**src/rtl/bus_pkg.sv**
```systemverilog
// Shared definitions for the req/cmd/addr/wdata/ack/rdata bus.
//   ADDR_W / DATA_W       : bus field widths
//   CMD_READ / CMD_WRITE  : encoding of the one-bit command field
//   arb_state_t           : arbiter FSM states
package bus_pkg;

  localparam int ADDR_W = 32;
  localparam int DATA_W = 32;

  localparam logic CMD_READ  = 1'b0;
  localparam logic CMD_WRITE = 1'b1;

  typedef enum logic {
    IDLE = 1'b0,
    BUSY = 1'b1
  } arb_state_t;

endpackage

```
**src/rtl/rr_picker.sv**
```systemverilog
// Combinational round-robin picker.
//   req  : request vector, one bit per requester
//   last : index of the most recently granted requester
//   gnt  : one-hot grant for the first set request above last (wrapping)
//   idx  : binary index of that grant
//   vld  : at least one request is set
module rr_picker #(
  parameter  int N  = 4,
  localparam int IW = $clog2(N)
) (
  input  logic [N-1:0]  req,
  input  logic [IW-1:0] last,
  output logic [N-1:0]  gnt,
  output logic [IW-1:0] idx,
  output logic          vld
);

  always_comb begin
    int          cand;
    logic [IW-1:0] cidx;
    gnt  = '0;
    idx  = '0;
    vld  = 1'b0;
    cand = 0;
    cidx = '0;
    // Offset 1 first so the last winner is considered only after everyone else.
    for (int off = 1; off <= N; off++) begin
      cand = int'(last) + off;
      if (cand >= N) cand = cand - N;
      cidx = IW'(cand);
      if (!vld && req[cidx]) begin
        vld       = 1'b1;
        gnt[cidx] = 1'b1;
        idx       = cidx;
      end
    end
  end

endmodule

```
**src/rtl/bus_arbiter.sv**
```systemverilog
// Round-robin arbiter sharing one slave port among NUM_MASTERS masters.
//   clk, rst_n               : clock, synchronous active-low reset
//   m_req/m_cmd/m_addr/m_wdata : per-master command fields (addr/wdata packed, master i at [32i+31:32i])
//   m_ack, m_rdata           : per-master ack pulse, broadcast read data
//   s_req/s_cmd/s_addr/s_wdata : command muxed to the slave
//   s_ack, s_rdata           : slave acknowledge and read data
//   gnt, busy, timeout_err   : registered grant, busy flag, watchdog release pulse
module bus_arbiter
  import bus_pkg::*;
#(
  parameter int NUM_MASTERS = 4,
  parameter int TIMEOUT     = 16
) (
  input  logic                          clk,
  input  logic                          rst_n,
  input  logic [NUM_MASTERS-1:0]        m_req,
  input  logic [NUM_MASTERS-1:0]        m_cmd,
  input  logic [NUM_MASTERS*ADDR_W-1:0] m_addr,
  input  logic [NUM_MASTERS*DATA_W-1:0] m_wdata,
  output logic [NUM_MASTERS-1:0]        m_ack,
  output logic [DATA_W-1:0]             m_rdata,
  output logic                          s_req,
  output logic                          s_cmd,
  output logic [ADDR_W-1:0]             s_addr,
  output logic [DATA_W-1:0]             s_wdata,
  input  logic                          s_ack,
  input  logic [DATA_W-1:0]             s_rdata,
  output logic [NUM_MASTERS-1:0]        gnt,
  output logic                          busy,
  output logic                          timeout_err
);

  localparam int              IW      = $clog2(NUM_MASTERS);
  localparam int              WD_W    = $clog2(TIMEOUT);
  localparam logic [WD_W-1:0] WD_LAST = WD_W'(TIMEOUT - 1);
  localparam logic [WD_W-1:0] WD_MAX  = '1;

  arb_state_t             state, state_nxt;
  logic [NUM_MASTERS-1:0] gnt_nxt;
  logic [IW-1:0]          last_gnt, last_gnt_nxt;
  logic [WD_W-1:0]        wdog, wdog_nxt;
  logic                   terr_nxt;

  logic [NUM_MASTERS-1:0] pick_gnt;
  logic [IW-1:0]          pick_idx;
  logic                   pick_vld;

  rr_picker #(
    .N (NUM_MASTERS)
  ) u_picker (
    .req  (m_req),
    .last (last_gnt),
    .gnt  (pick_gnt),
    .idx  (pick_idx),
    .vld  (pick_vld)
  );

  always_ff @(posedge clk) begin
    if (!rst_n) begin
      state       <= IDLE;
      gnt         <= '0;
      last_gnt    <= IW'(NUM_MASTERS - 1);
      wdog        <= '0;
      timeout_err <= 1'b0;
    end else begin
      state       <= state_nxt;
      gnt         <= gnt_nxt;
      last_gnt    <= last_gnt_nxt;
      wdog        <= wdog_nxt;
      timeout_err <= terr_nxt;
    end
  end

  always_comb begin
    state_nxt    = state;
    gnt_nxt      = gnt;
    last_gnt_nxt = last_gnt;
    wdog_nxt     = wdog;
    terr_nxt     = 1'b0;
    case (state)
      IDLE: begin
        if (pick_vld) begin
          state_nxt    = BUSY;
          gnt_nxt      = pick_gnt;
          last_gnt_nxt = pick_idx;
          wdog_nxt     = '0;
        end
      end
      BUSY: begin
        // Priority order makes an ack on the final watchdog cycle win over the timeout.
        if (s_ack) begin
          state_nxt = IDLE;
          gnt_nxt   = '0;
        end else if (~|(m_req & gnt)) begin
          state_nxt = IDLE;
          gnt_nxt   = '0;
        end else if (wdog == WD_LAST) begin
          state_nxt = IDLE;
          gnt_nxt   = '0;
          terr_nxt  = 1'b1;
        end else if (wdog != WD_MAX) begin
          wdog_nxt = wdog + 1'b1;
        end
      end
      default: begin
        state_nxt = IDLE;
        gnt_nxt   = '0;
      end
    endcase
  end

  assign busy = (state == BUSY);

  always_comb begin
    s_req   = 1'b0;
    s_cmd   = CMD_READ;
    s_addr  = '0;
    s_wdata = '0;
    if (busy) begin
      for (int i = 0; i < NUM_MASTERS; i++) begin
        if (gnt[i]) begin
          s_req   = m_req[i];
          s_cmd   = m_cmd[i];
          s_addr  = m_addr[ADDR_W*i +: ADDR_W];
          s_wdata = m_wdata[DATA_W*i +: DATA_W];
        end
      end
    end
  end

  assign m_ack   = gnt & {NUM_MASTERS{s_ack & busy}};
  assign m_rdata = s_rdata;

endmodule

```
**config.mk**
```make
export PLATFORM = sky130hd
export DESIGN_NAME = bus_arbiter
export DESIGN_NICKNAME = d
export VERILOG_FILES = /design/src/rtl/bus_pkg.sv /design/src/rtl/rr_picker.sv /design/src/rtl/bus_arbiter.sv
export SDC_FILE = /design/constraint.sdc
export NUM_CORES = 1
export LEC_CHECK = 0
export ABC_AREA = 1
export CORE_AREA = 10 10 152 154
export CTS_CLUSTER_DIAMETER = 100
export DETAILED_ROUTE_END_ITERATION = 8
export DIE_AREA = 0 0 162 164
export GPL_TIMING_DRIVEN = 0
export PLACE_DENSITY_LB_ADDON = 0.05
export SKIP_LAST_GASP = 1
export SYNTH_ARGS = -nofsm -noshare
export SYNTH_HDL_FRONTEND = slang
export SYNTH_HIERARCHICAL = 1
export SYNTH_SLANG_ARGS = --single-unit
export TNS_END_PERCENT = 50
```
**constraint.sdc**
```tcl
create_clock -name clk -period 4.3 [get_ports clk]
set_clock_uncertainty 0.15 [all_clocks]
set_input_delay 0.86 -clock clk [delete_from_list [all_inputs] [get_ports clk]]
set_output_delay 0.86 -clock clk [all_outputs]
set_load 0.02 [all_outputs]
```
After elaboration in Yosys (flattened, before gate mapping)
Cells that the tools add are included.

$add $sub $neg: 9. $lt $le $gt $ge: 12. Equal/unequal tests: 8. Mux-type cells: 69. Bitwise gates (word level): 9. Reduce and logical (&&, ||, !) cells: 15.

Operator list (number): $mux W32 (10); $mux W4 (13); $mux W1 (27); $mux W2 (8); $pmux W4 S2 (2); $lt A2 B3 Y1 const B (4); $or A4 B4 Y4 (3); $ge A3 B3 Y1 const B (3); $and A4 B4 Y4 (2); $bmux W1 S2 (4); $demux W1 S2 (4); $ge A2 B1 Y1 const B (4); $reduce_or A4 Y1 (2); $sub A2 B1 Y2 const B (4); $logic_and A1 B1 Y1 (7); $add A2 B2 Y3 const B (2); $ne A2 B2 Y1 const B (3); $reduce_and A5 Y1 (1); $add A2 B3 Y4 const B (1); $add A4 B1 Y4 const B (1); $eq A4 B4 Y1 const B (1); $ge A4 B3 Y1 const B (1); $ne A2 B1 Y1 const B (2); $ne A4 B3 Y1 const B (1); 7 further kinds (12).

Register bits: 12. Input port bits: 299. Output and inout bits: 108. Logic and storage cells: 127.

Depth between registers and ports, before layout
Depth after elaboration: 17. Mapped depth: 12. Mapped depth without buffers: 12.

Cells and area by module
The synthesis kept the hierarchy.

By module, submodules not included: bus_arbiter (instances 1, cells each 568, area each 3005.4 µm², seq. area each 240.2 µm²); rr_picker (instances 1, cells each 74, area each 457.9 µm², seq. area each 0.0 µm²).

Worst setup path after synthesis
No wires, ideal clock.

Path type: register to output. Start point: reg gnt[0]. End point: out s_addr[10]. Arrival: 1.462 ns. Data required time: 3.290 ns. Slack: 1.828 ns. Stages on the path, launching flop included: 8. Path buffers: 3. Cells stage by stage: dfxtp_1 > buf_4 > buf_6 > clkbuf_4 > a21oi_1 > o21ai_1 > o21ai_1 > a21oi_1.

Longest elaborated chain between the ends: 5.

RTL lines: start: declaration (RTL line bus_arbiter.sv:28) `output logic [NUM_MASTERS-1:0] gnt,`; start signal: assignment (RTL line bus_arbiter.sv:67) `gnt <= gnt_nxt;`; $mux W32 (4 in series) (RTL line bus_arbiter.sv:121) `if (gnt[i]) begin`; $mux W32 (RTL line bus_arbiter.sv:119) `if (busy) begin`; end: declaration (RTL line bus_arbiter.sv:24) `output logic [ADDR_W-1:0] s_addr,`.

Every way passes these cells.

Final worst setup path
Start point: in m_wdata[30]. End point: out s_wdata[30].

Longest elaborated chain between the ends: 5.

RTL lines: start: declaration (RTL line bus_arbiter.sv:19) `input logic [NUM_MASTERS*DATA_W-1:0] m_wdata,`; $mux W32 (4 in series) (RTL line bus_arbiter.sv:121); $mux W32 (RTL line bus_arbiter.sv:119); end: declaration (RTL line bus_arbiter.sv:25) `output logic [DATA_W-1:0] s_wdata,`.

Every way passes these cells.

==> results.cfg <==
[finish]
finish.utilization_pct = 38.1
drive_above_1_share_pct = 8.82
multi_input_area_um2 = 2590
seq_area_um2 = 240
finalNetCount = 1329
areaGrowthSynthToFinish_pct = 121
num-fill-cells = 2273
final_cells = 1293
final_common_cell = clkdlybuf4s50_1
layout_common_cells = 374 x clkdlybuf4s50_1, 145 x a21oi_1, 130 x o21ai_1, 74 x nor2_1, 66 x o21ai_0

[critical_path]
reg2reg_from = last_gnt[0]
worst_ep_arrival_time_ns = 2.49
start_kind = input port
timing.reg2reg.setup_slack_ns = 2.01
timing.rr.end = gnt[0]
required_ns = 3.29
cp_max_fo = 1
worstSetupPathType = input port to output pin
rr_worst_depth = 10
cp-end-kind = output pin

[clock_tree]
cts_tree = done
post_cts_buffers = 0
clock_path_buffers = 2
cts_resized = 0
cts_max_level = 1
cts_hold_buffers = 0
cts_root_buf = clkbuf_16
clk_pin_slew_ns = 0.04
insertion_delay_ns = 0.24
cts.sinks = 12
cts_buffers = 3

[yosys]
synthCells = 642
syn-num-nets = 950
yosys_warnings = 6
ys_ff_latch = 12
ys_types = 28
seq_area_frac_synth_pct = 6.94
post_synth_instance_area_um2 = 3460
avgSynthCellArea_um2 = 5.39

[timing]
setup_viol = 0
worst_pin_slew_ns = 0.547
timing.hold.ws_ns = 0.350
rsz0062_at_grt = false
hold_violations = 0
setup_tns_ns = 0
relSlewSlack_pct = 63.5
period_share_pct = 81.4
min_period_ns = 3.50
fmax_mhz = 286
drv_slew = 0

[power_and_ir_drop]
p_clk_share_pct = 5.0
pwr-share-comb_pct = 89.8
power.density_nw_per_um2 = 500
power_frac_seq_pct = 5.2
total_power_w = 0.00382
ir_worst_vdd_uv = 333
leakage_nw = 2.83
switchingPower_w = 0.00212
internal_power_w = 0.00170
switching_share_pct = 55.4

[routing]
ant_nets = 0
wl_per_cell_um = 22.0
drt-total-wl_um = 28400
drt_iter0_drc = 346
drc = 0
vias = 5879
drt_first_pass_iters = 7
post_drt_via_cell_ratio = 4.55

[die]
io_pins = 407
chipWidth_um = 162
die_area_um2 = 26600
rows = 52
start_util_pct = 17.3
die_height_um = 164
core_um2 = 20000

[hold_path]
holdPathStages = 1
min_to = wdog[0]
hp-start = wdog[0]
hold_path.class = flip-flop to flip-flop

[placed_design]
portBuffers = 374
gp_congestion = 0.815
dp_hpwl_um = 24000
dp.cells = 1286

[global_routing]
grt_pass1_wl_um = 40700
antenna_found_initial = 5
grt_max_degree = 11
overflow = 0
grt_pass1_vias = 5878
grtUsageTotal_pct = 19.8

[flow_run]
drv_cap = 0

[outcome]
status = complete, no violations
[how the worst max path moves through the flow]
| stage | depth (start not counted) | end | start |
|---|---|---|---|
| 3_5_place_dp | 6 | s_wdata[9] | m_wdata[9] |
| 6_report | 6 | s_wdata[30] | m_wdata[30] |
| 2_1_floorplan | 7 | s_addr[10] | gnt[0] |
| 5_1_grt | 6 | s_wdata[30] | gnt[3] |
| 4_1_cts | 6 | s_addr[9] | gnt[3] |
| 3_3_place_gp | 6 | s_wdata[30] | m_wdata[62] |
[metal layers]
layer / global-route usage [%] / up-vias / part of all wire (%)
met2: 36.4 / 208 / 52
met3: 5.51 / 19 / 7.1
met1: 23.0 / 2670 / 40
li1: - / 2974 / -
met4: 2.15 / 8 / 0.79
met5: 0 / - / 0.23
[per-stage QoR]
stage | worst slack (ns) | cell area, um2
floorplan | 1.83 | 3460
global placement | 0.789 | 7540
detailed placement | 0.798 | 7540
CTS | 0.793 | 7630
global route | 0.629 | 7640
finish | 0.802 | 7640
[synth_stat cells]
library cell | instances | area (um2)
a21oi_1 | 145 | 726
o21ai_1 | 130 | 651
inv_4 | 1 | 6.26
nand2_2 | 6 | 37.5
o21bai_1 | 1 | 7.51
nand3_1 | 23 | 115
buf_4 | 40 | 300
o211ai_1 | 1 | 7.51
clkbuf_4 | 1 | 7.51
ha_1 | 9 | 113
o21ai_0 | 66 | 330
nand4_1 | 7 | 43.8
buf_2 | 17 | 85.1
nand3_2 | 2 | 20.0
buf_6 | 5 | 56.3
nor2_2 | 2 | 12.5
nand2_4 | 1 | 11.3
inv_2 | 9 | 33.8
a21oi_2 | 1 | 8.76
dfxtp_1 | 12 | 240
nand2_1 | 43 | 161
xnor2_1 | 1 | 8.76
inv_1 | 13 | 48.8
nor2_1 | 74 | 278
nor2_8 | 1 | 20.0
a31oi_1 | 1 | 6.26
a21boi_0 | 4 | 30.0
clkbuf_1 | 26 | 97.6
[worst max-delay path, stage by stage]
cell and delay (ns):
clkdlybuf4s50_1 0.46, a21oi_1 0.07, o21ai_1 0.11, o21ai_1 0.08, a21oi_1 0.23, clkdlybuf4s50_1 0.67
[kinds of logic after synthesis]
group	count (synthesis)	synth area share, %
flip-flops	12	6.94
AND/OR/NAND/NOR	159	20.2
adder cells (fa/ha/maj)	9	3.25
XOR/XNOR	1	0.253
buffers and inverters	112	18.4
AO/OA/AOI/OAI	349	51.0
[sequential cells by signal (all words and copies together), names as in the netlist]
name	count
busy	1
gnt	4
last_gnt	2
timeout_err	1
wdog	4
[power by group through the flow]
stage	registers, W	clock network, W	logic [W]
6_report	0.000198	0.000192	0.00343
5_1_grt	0.000204	0.000198	0.00379
4_1_cts	0.000196	0.000195	0.00347
3_5_place_dp	0.000198	0	0.00346
3_3_place_gp	0.000199	0	0.00347
2_1_floorplan	0.000196	0	0.00204
[cell type report]
cell class | count | share of cell area [%]
well taps | 270 | 4.42
flip-flops and latches | 12 | 3.14
plain buffers | 89 | 7.16
diodes | 3 | 0.0982
multi-input cells | 518 | 33.9
clock buffers | 4 | 1.16
inverters | 23 | 1.16
repair buffers | 374 | 49.0
(Power assumes the default switching activity.)
